File: src/rtl/lsu_dmem_port.sv
// Load/store unit: one outstanding access on a grant/read-valid data-memory port.
// Optional build macro LSU_MISALIGN_TRAP_EN traps misaligned half/word accesses.
module lsu_dmem_port #(
  parameter int unsigned TIMEOUT_CYC = 255
) (
  input  logic        clk,
  input  logic        rst_n,
  input  logic        ReqValid,
  input  logic [2:0]  MemRead,
  input  logic [2:0]  MemWrite,
  input  logic [31:0] Addr,
  input  logic [31:0] StoreData,
  input  logic [4:0]  Rd,
  output logic        Stall,
  output logic        LoadValid,
  output logic [31:0] LoadData,
  output logic [4:0]  LoadRd,
  output logic        BusErr,
  output logic        MisalignErr,
  output logic        DmemReq,
  output logic        DmemWe,
  output logic [31:0] DmemAddr,
  output logic [3:0]  DmemBe,
  output logic [31:0] DmemWData,
  input  logic        DmemGnt,
  input  logic        DmemRValid,
  input  logic [31:0] DmemRData
);

  typedef enum logic [1:0] {IDLE, REQ, WAIT_R, RESP} state_e;
  typedef enum logic [1:0] {SZ_B, SZ_H, SZ_W} size_e;

  function automatic logic code_legal(input logic [2:0] c);
    return (c == 3'b001) || (c == 3'b011) || (c == 3'b111);
  endfunction

  function automatic size_e code_size(input logic [2:0] c);
    return (c == 3'b001) ? SZ_B : (c == 3'b011) ? SZ_H : SZ_W;
  endfunction

  state_e      state, state_d;
  logic        is_store, mem_op;
  size_e       op_size;
  logic [3:0]  be_d;
  logic [31:0] wdata_d;
  logic        issue, grant, timeout, rtake;
  logic        st_is_store;
  size_e       ld_size;
  logic [1:0]  ld_lo;
  logic [7:0]  cnt;
  logic        cnt_hit;
  logic [7:0]  ld_byte;
  logic [15:0] ld_half;
  logic [31:0] ld_ext;

  // Store wins when both codes are legal in the same cycle.
  assign is_store = code_legal(MemWrite);
  assign mem_op   = ReqValid && (code_legal(MemRead) || is_store);
  assign op_size  = is_store ? code_size(MemWrite) : code_size(MemRead);
  assign cnt_hit  = (cnt == 8'(TIMEOUT_CYC - 1));
  assign Stall    = ((state == IDLE) && mem_op) || (state == REQ) || (state == WAIT_R);

`ifdef LSU_MISALIGN_TRAP_EN
  logic misalign, trap;
  assign misalign = ((op_size == SZ_H) && Addr[0]) ||
                    ((op_size == SZ_W) && (Addr[1:0] != 2'b00));
`endif

  always_comb begin
    be_d    = 4'b1111;
    wdata_d = StoreData;
    unique case (op_size)
      SZ_B: begin
        be_d    = 4'b0001 << Addr[1:0];
        wdata_d = {4{StoreData[7:0]}};
      end
      SZ_H: begin
        be_d    = Addr[1] ? 4'b1100 : 4'b0011;
        wdata_d = {2{StoreData[15:0]}};
      end
      default: ;
    endcase
  end

  always_comb begin
    ld_byte = DmemRData[7:0];
    case (ld_lo)
      2'd1:    ld_byte = DmemRData[15:8];
      2'd2:    ld_byte = DmemRData[23:16];
      2'd3:    ld_byte = DmemRData[31:24];
      default: ;
    endcase
    ld_half = ld_lo[1] ? DmemRData[31:16] : DmemRData[15:0];
    unique case (ld_size)
      SZ_B:    ld_ext = {{24{ld_byte[7]}}, ld_byte};
      SZ_H:    ld_ext = {{16{ld_half[15]}}, ld_half};
      default: ld_ext = DmemRData;
    endcase
  end

  always_ff @(posedge clk or negedge rst_n) begin
    // NOTE: sequential state uses non-blocking assignments so every register samples pre-edge values.
    if (!rst_n) state <= IDLE;
    else        state <= state_d;
  end

  always_comb begin
    // NOTE: every output of this block gets a default first, so no path can infer a latch.
    state_d = state;
    issue   = 1'b0;
    grant   = 1'b0;
    timeout = 1'b0;
    rtake   = 1'b0;
`ifdef LSU_MISALIGN_TRAP_EN
    trap    = 1'b0;
`endif
    unique case (state)
      IDLE: if (mem_op) begin
`ifdef LSU_MISALIGN_TRAP_EN
        if (misalign) begin
          trap    = 1'b1;
          state_d = RESP;
        end else
`endif
        begin
          issue   = 1'b1;
          state_d = REQ;
        end
      end
      REQ: if (DmemGnt) begin
        grant   = 1'b1;
        state_d = st_is_store ? RESP : WAIT_R;
      end else if (cnt_hit) begin
        timeout = 1'b1;
        state_d = RESP;
      end
      WAIT_R: if (DmemRValid) begin
        rtake   = 1'b1;
        state_d = RESP;
      end else if (cnt_hit) begin
        timeout = 1'b1;
        state_d = RESP;
      end
      RESP:    state_d = IDLE;
      default: state_d = IDLE;
    endcase
  end

  always_ff @(posedge clk or negedge rst_n) begin
    // NOTE: datapath registers are reset too, because every bus/load output must read 0 out of reset.
    if (!rst_n) begin
      DmemReq     <= 1'b0;
      DmemWe      <= 1'b0;
      DmemAddr    <= '0;
      DmemBe      <= '0;
      DmemWData   <= '0;
      LoadValid   <= 1'b0;
      LoadData    <= '0;
      LoadRd      <= '0;
      BusErr      <= 1'b0;
      st_is_store <= 1'b0;
      ld_size     <= SZ_B;
      ld_lo       <= '0;
      cnt         <= '0;
    end else begin
      LoadValid <= rtake;
      BusErr    <= timeout;
      if (issue) begin
        DmemReq     <= 1'b1;
        DmemWe      <= is_store;
        DmemAddr    <= {Addr[31:2], 2'b00};
        DmemBe      <= be_d;
        DmemWData   <= wdata_d;
        st_is_store <= is_store;
        ld_size     <= op_size;
        ld_lo       <= Addr[1:0];
        if (!is_store) LoadRd <= Rd;
      end
      if (grant || timeout) DmemReq <= 1'b0;
      // Counter restarts on entry to REQ (issue) and to WAIT_R (grant).
      if (issue || grant)                          cnt <= '0;
      else if ((state == REQ) || (state == WAIT_R)) cnt <= cnt + 8'd1;
      if (rtake) LoadData <= ld_ext;
    end
  end

`ifdef LSU_MISALIGN_TRAP_EN
  always_ff @(posedge clk or negedge rst_n) begin
    if (!rst_n) MisalignErr <= 1'b0;
    else        MisalignErr <= trap;
  end
`else
  assign MisalignErr = 1'b0;
`endif

endmodule

File: config.mk
export PLATFORM = sky130hd
export DESIGN_NAME = lsu_dmem_port
export DESIGN_NICKNAME = d
export VERILOG_FILES = /design/src/rtl/lsu_dmem_port.sv
export SDC_FILE = /design/constraint.sdc
export NUM_CORES = 1
export LEC_CHECK = 0
export ABC_AREA = 1
export CAP_MARGIN = 20
export CORE_UTILIZATION = 40
export DETAILED_ROUTE_END_ITERATION = 16
export GPL_TIMING_DRIVEN = 0
export PLACE_DENSITY = 0.77
export SLEW_MARGIN = 0
export SYNTH_ARGS = -nofsm -noshare
export SYNTH_HDL_FRONTEND = slang
export SYNTH_SLANG_ARGS = --single-unit
File: constraint.sdc
create_clock -name clk -period 1.6 [get_ports clk]
set_input_delay 0.16 -clock clk [delete_from_list [all_inputs] [get_ports clk]]
set_output_delay 0.16 -clock clk [all_outputs]
set_load 0.03 [all_outputs]
==> flow_summary.json, run 1 <==
{
  "run_status": "finished, violations left",
  "violations": "negative setup slack",
  "die_h_um": 124,
  "ys_seq_area_frac": 0.511,
  "postSynthCellCount": 763,
  "fill_cells": 1250,
  "synth.area.top_cells": "dfrtp_1 (51%), nand2_1 (22%), a21oi_1 (4.5%)",
  "final_period_minus_worst_setup_slack_ns": 1.77,
  "dr_wl_met3_mm": 1.82,
  "yosysWarnings": 0,
  "count_of_flip_flops_with_a_built_in_enable_after_synthesis": 0,
  "cellPowerDensity_nw_per_um2": 2000,
  "grt_max_degree": 73,
  "placement.io_buffers": 219,
  "drc": 0,
  "setup.worst_path.start_class": "register",
  "worstPathMaxFanout": 6,
  "die_area_um2": 15300,
  "first_iter_violations": 581,
  "fp.coreArea_um2": 14500,
  "synthesis.area_um2": 5920,
  "placed_cell_area_um2": 8380,
  "synth_commonest_cells": "nand2_1 (344), dfrtp_1 (121), a21oi_1 (53), inv_1 (45), nand3_1 (44)",
  "areaGrowthSynthToFinish_pct": 55.0,
  "yosysTopAreaCellShare": 0.511,
  "cp-end-kind": "output port",
  "synthFlopType": "dfrtp_1",
  "maxSlewViolCount": 0,
  "dp_hpwl_mm": 13.3,
  "vias": 6038,
  "wl_per_cell_um": 15.6,
  "synth_seq_cells": 121,
  "route.detailed.vias_per_inst": 4.96,
  "io_pins": 223,
  "antenna_cells_inserted": 0,
  "drt-total-wl_mm": 18.9,
  "fin_ws_ns": -0.165,
  "top_layer": "met4",
  "async_s_r_ff_share_synth": 1.00,
  "timing_worst_setup_path_type": "reg -> out",
  "final_nets": 1141,
  "fmax_ghz": 0.567,
  "yosysUniqueCellTypes": 36,
  "cts_inserted_buffers": 17,
  "grt.total_usage": 0.245,
  "rsz0062_at_grt": "yes",
  "global_route_wire_length_before_repair_mm": 28.1,
  "synth_top_cell_by_area": "dfrtp_1",
  "critical_path_arrival_ns": 1.61,
  "multi_input_area_um2": 2590,
  "timing.final.crit_share": 1.10,
  "cts_tree": "yes",
  "crit_required_ns": 1.44,
  "drive_gt1_frac": 0.128,
  "avgSynthCellArea_um2": 7.76,
  "initial_util": 0.409,
  "stdcell_area_um2": 9180,
  "final_core_util": 0.634,
  "dr_wl_met2_mm": 8.92,
  "cap_viol_max_count": 0,
  "seq_area_um2": 3030,
  "number_of_antenna_violations_at_the_first_check_in_global_routing": 0,
  "total_grt_overflow": 0,
  "cts.root.buffer_cell": "clkbuf_16",
  "fin_skew_ns": 0.0115,
  "power_leakage_nw": 4.84,
  "synth_most_common_cell": "nand2_1",
  "worst_setup_hold_path_clk_slew_ns": 0.05,
  "tritoncts_num_sinks": 121,
  "std_cell_rows": 44,
  "postRouteAntennaNets": 0,
  "min_path_type": "in -> async",
  "clock_insertion_delay_worst_skew_ns": 0.42,
  "cts_max_path_buffers": 2,
  "die-width_um": 124,
  "irDropWorstVdd_mv": 0.908,
  "routedLengthMet1_mm": 7.81,
  "hold_violations": 0,
  "drt_pass1_iterations": 5,
  "gpl.final_weighted_congestion": 0.917,
  "setup-violations-final": 1,
  "first_global_vias": 5478,
  "h-tree-depth": 4
}
## sequential cells by signal (all words and copies together), names as in the netlist, 2 cells and up
name       flops
DmemBe         4
cnt            8
LoadRd         5
ld_lo          2
state          2
DmemWData     32
LoadData      32
DmemAddr      30
ld_size        2
## area by class of cell
| cell class | instances | area share |
|---|---|---|
| clock buffers | 20 | 0.0487 |
| inverters | 49 | 0.0209 |
| plain buffers | 36 | 0.0330 |
| flip-flops and latches | 121 | 0.330 |
| well taps | 184 | 0.0251 |
| multi-input cells | 559 | 0.282 |
| repair buffers | 238 | 0.247 |
| clock inverters | 10 | 0.0139 |
## cells in the final DEF (no fill, tap or decap), drive strengths merged, types with 2 or more instances in the layout
| cell | count |
|---|---|
| nand2 | 348 |
| dfrtp | 121 |
| clkdlybuf4s50 | 110 |
| dlygate4sd2 | 96 |
| a21oi | 53 |
| inv | 49 |
| buf | 49 |
| nand3 | 46 |
| nor2 | 41 |
| clkbuf | 27 |
| or2 | 18 |
| o21ai | 12 |
| nand4 | 11 |
| dlymetal6s2s | 11 |
| ha | 7 |
| clkinv | 6 |
| xor2 | 4 |
| a31oi | 3 |
| conb | 3 |
| bufinv | 3 |
| nand3b | 2 |
| a22oi | 2 |
| a21boi | 2 |
## worst max-delay path, cell delays in order (launching register included)
cell	delay (ns)
dfrtp_1	0.39
inv_2	0.12
ha_4	0.17
nand3_4	0.07
buf_12	0.14
buf_8	0.12
nand3_2	0.06
buf_6	0.13
## path summary, 6_finish.rpt
path	cells after the start	end	slack, ns	start
max	7	Stall	-0.17	state[0]$_DFFE_PN0P_
min	2	LoadData[20]$_DFFE_PN0P_	0.26	rst_n
max reg2reg	9	LoadData[28]$_DFFE_PN0P_	0	state[0]$_DFFE_PN0P_
min in group clk	3	DmemAddr[7]$_DFFE_PN0P_	0.27	Addr[7]
max in group asynchronous	3	state[0]$_DFFE_PN0P_	0.61	rst_n
min reg2reg	2	DmemWData[2]$_DFFE_PN0P_	0.47	DmemWData[2]$_DFFE_PN0P_
## logic make-up (layout without fill, tap and decap cells)
kind of cell / after synthesis / in the layout / share of synthesized area
buf+inv: 86 / 353 / 0.0674
fa+ha+maj: 7 / 7 / 0.0148
simple gates: 467 / 468 / 0.330
xor+xnor: 4 / 4 / 0.00592
flops: 121 / 121 / 0.511
compound gates: 77 / 77 / 0.0701
other cells: 1 / 3 / 0.000633
## power breakdown
| part | switching (W) | internal (W) |
|---|---|---|
| Clock | 0.00135 | 0.00245 |
| Sequential | 0.000797 | 0.00445 |
| Combinational | 0.00596 | 0.00335 |
| Total | 0.00811 | 0.0102 |
## metal layers
layer,track usage,up-vias
li1,-,2922
met1,0.309,2779
met2,0.400,297
met3,0.0719,40
met4,0.0791,0
met5,0,-
## metrics by stage
| stage | hold slack, ns | TNS (ns) | setup WS [ns] | instances | total power (W) |
|---|---|---|---|---|---|
| after floorplan | -0.136 | 0 | 0.0452 | 765 | 0.0108 |
| after global placement | 0.455 | -568.91 | -4.55 | 1168 | 0.0147 |
| after detailed placement | 0.144 | -23.07 | -0.819 | 1169 | 0.0148 |
| after CTS | 0.256 | -1.73 | -0.170 | 1208 | 0.0180 |
| after global routing | 0.268 | -0.883 | -0.223 | 1217 | 0.0194 |
| final | 0.257 | -0.165 | -0.165 | 1217 | 0.0184 |
## repair_timing
item,in CTS,in global routing
gates cloned,0,3
hold buffers,1,0
setup endpoints to repair,161,112
endpoints found under the hold margin,49,0
resized for setup,129,57
buffers inserted,8,7
pin swaps,2,6
(Power assumes the default switching activity.)
==> run 2, diff against run 1 <==
--- a/config.mk
+++ b/config.mk
@@ -11,7 +11,6 @@
 export DETAILED_ROUTE_END_ITERATION = 16
 export GPL_TIMING_DRIVEN = 0
 export PLACE_DENSITY = 0.77
-export SLEW_MARGIN = 0
 export SYNTH_ARGS = -nofsm -noshare
 export SYNTH_HDL_FRONTEND = slang
 export SYNTH_SLANG_ARGS = --single-unit
==> results of run 2 <==
No change in the layout: final DEF, timing and power equal those of run 1.
==> run 3, diff against run 2 <==
--- a/config.mk
+++ b/config.mk
@@ -11,6 +11,7 @@
 export DETAILED_ROUTE_END_ITERATION = 16
 export GPL_TIMING_DRIVEN = 0
 export PLACE_DENSITY = 0.77
+export SLEW_MARGIN = 25
 export SYNTH_ARGS = -nofsm -noshare
 export SYNTH_HDL_FRONTEND = slang
 export SYNTH_SLANG_ARGS = --single-unit
==> flow_summary.json, run 3 (synthesis results as in run 1) <==
{
  "run_status": "finished, violations left",
  "violations": "negative setup slack",
  "timing.final.crit_share": 1.11,
  "route.detailed.vias_per_inst": 5.00,
  "std_cell_rows": 44,
  "cts.root.buffer_cell": "clkbuf_16",
  "critical_path_arrival_ns": 1.61,
  "top_layer": "met4",
  "fill_cells": 1253,
  "final_period_minus_worst_setup_slack_ns": 1.77,
  "r2r.worst_path.cells": 10,
  "worst_setup_path_endpoint": "Stall",
  "worst_setup_hold_path_clk_slew_ns": 0.06,
  "hold-worst-slack_ns": 0.241,
  "fmax_ghz": 0.565,
  "dr_wl_met2_mm": 8.93,
  "setup.worst_path.start_class": "register",
  "setup-violations-final": 2,
  "global_route_wire_length_before_repair_mm": 27.8,
  "cts_tree": "yes",
  "io_pins": 223,
  "layout.cells.most_common": "nand2_1",
  "irDropWorstVdd_mv": 0.938,
  "postRouteAntennaNets": 0,
  "drt-total-wl_mm": 18.6,
  "cap_viol_max_count": 0,
  "number_of_antenna_violations_at_the_first_check_in_global_routing": 0,
  "drt_pass1_iterations": 6,
  "fin_skew_ns": 0.00708,
  "dpl_worst_slack_ns": -0.823,
  "first_global_vias": 5545,
  "worst_slew_margin_rel": 0.632,
  "reg2reg_from": "state[0]$_DFFE_PN0P_",
  "reg2reg_to": "LoadData[26]$_DFFE_PN0P_",
  "worstPathMaxFanout": 5,
  "cp-end-kind": "output port",
  "total_grt_overflow": 0,
  "hold_violations": 0,
  "startpoint": "state[0]$_DFFE_PN0P_",
  "drive_gt1_frac": 0.128,
  "clock_insertion_delay_worst_skew_ns": 0.42,
  "final_nets": 1138,
  "drc": 0,
  "min_path_type": "in -> async",
  "tightestPinTransition_ns": 0.550,
  "dr_wl_met3_mm": 1.82,
  "wl_per_cell_um": 15.3,
  "timing_worst_setup_path_type": "reg -> out",
  "rsz0062_at_grt": "yes",
  "initial_util": 0.409,
  "die_area_um2": 15300,
  "maxSlewViolCount": 0,
  "antenna_cells_inserted": 0,
  "cts_max_path_buffers": 2,
  "first_iter_violations": 455,
  "tritoncts_num_sinks": 121,
  "placed_cells": 1169,
  "fin_ws_ns": -0.170,
  "gpl.final_weighted_congestion": 0.917,
  "final_core_util": 0.640,
  "crit_required_ns": 1.44,
  "dp_hpwl_mm": 13.3,
  "fp.coreArea_um2": 14500,
  "areaGrowthSynthToFinish_pct": 56.5,
  "die_h_um": 124,
  "cellPowerDensity_nw_per_um2": 2020,
  "timing.reg2reg.setup_slack_ns": -0.03,
  "routedLengthMet1_mm": 7.47,
  "final_cell_mix": "nand2_1 (339), dfrtp_1 (121), clkdlybuf4s50_1 (110), dlygate4sd2_1 (96), a21oi_1 (48)",
  "placement.io_buffers": 219,
  "fin_tns_setup_ns": -0.196,
  "grt.total_usage": 0.243,
  "finish.cell_count_without_fillers": 1216,
  "power_leakage_nw": 4.88,
  "die-width_um": 124,
  "h-tree-depth": 4,
  "cts_inserted_buffers": 17,
  "grt_max_degree": 73,
  "vias": 6084,
  "largestRegisters": "DmemWData x32, LoadData x32, DmemAddr x30"
}
run 3: changes by cell type in the layout (fill, tap and decap cells not counted), sizes merged:
cell,before,now
buf,49,46
bufinv,3,6
clkbuf,27,25
clkinv,6,5
clkinvlp,1,2
dlymetal6s2s,11,12
run 3: what timing repair did:
| item | in CTS | in global routing |
|---|---|---|
| setup endpoints to repair | 161 | 116 |
| endpoints found under the hold margin | 49 | 0 |
| resized for setup | 129 | 57 |
| cloned | 0 | 2 |
| hold buffers | 1 | 0 |
| buffers inserted | 5 | 8 |
| pin swaps | 2 | 3 |
run 3: stage by stage:
stage | power, W | instance area [µm²]
detailed placement | 0.0148 | 8380
global route | 0.0199 | 9270
finish | 0.0188 | 9270
global placement | 0.0147 | 8350
CTS | 0.0186 | 9060
floorplan | 0.0108 | 5930
run 3: critical path, stage by stage (launching register included):
cell and delay [ns]:
dfrtp_1 0.39, inv_2 0.12, ha_4 0.17, nand3_4 0.08, buf_12 0.14, buf_12 0.12, nand3_4 0.06, buf_6 0.13
run 3: routing by layer:
layer / global-route usage / vias to the layer above
li1: - / 2909
met1: 0.298 / 2845
met2: 0.400 / 296
met3: 0.0742 / 34
met4: 0.0896 / 0
met5: 0 / -
run 3: layout make-up:
| cell class | instances | area, µm² | share of cell area |
|---|---|---|---|
| plain buffers | 36 | 305 | 0.0330 |
| clock buffers | 19 | 443 | 0.0478 |
| clock inverters | 13 | 224 | 0.0242 |
| inverters | 49 | 189 | 0.0204 |
| multi-input cells | 559 | 2590 | 0.280 |
| flip-flops and latches | 121 | 3030 | 0.327 |
| well taps | 184 | 230 | 0.0248 |
| repair buffers | 235 | 2250 | 0.243 |
run 3: worst min-delay path by stage:
stage,from,endpoint,slack (ns)
after floorplan,rst_n,BusErr$_DFF_PN0_,-0.14
after global placement,LoadRd[3]$_DFFE_PN0P_,LoadRd[3]$_DFFE_PN0P_,0.46
after detailed placement,rst_n,LoadData[26]$_DFFE_PN0P_,0.10
after CTS,rst_n,LoadData[26]$_DFFE_PN0P_,0.25
after global routing,Addr[14],DmemAddr[14]$_DFFE_PN0P_,0.26
final,rst_n,LoadData[26]$_DFFE_PN0P_,0.24
run 3: power by group:
| group | internal (W) | switching (W) | leakage [nW] |
|---|---|---|---|
| clock | 0.00295 | 0.00138 | 0.323 |
| combinational | 0.00329 | 0.00592 | 3.08 |
| sequential | 0.00445 | 0.000782 | 1.48 |
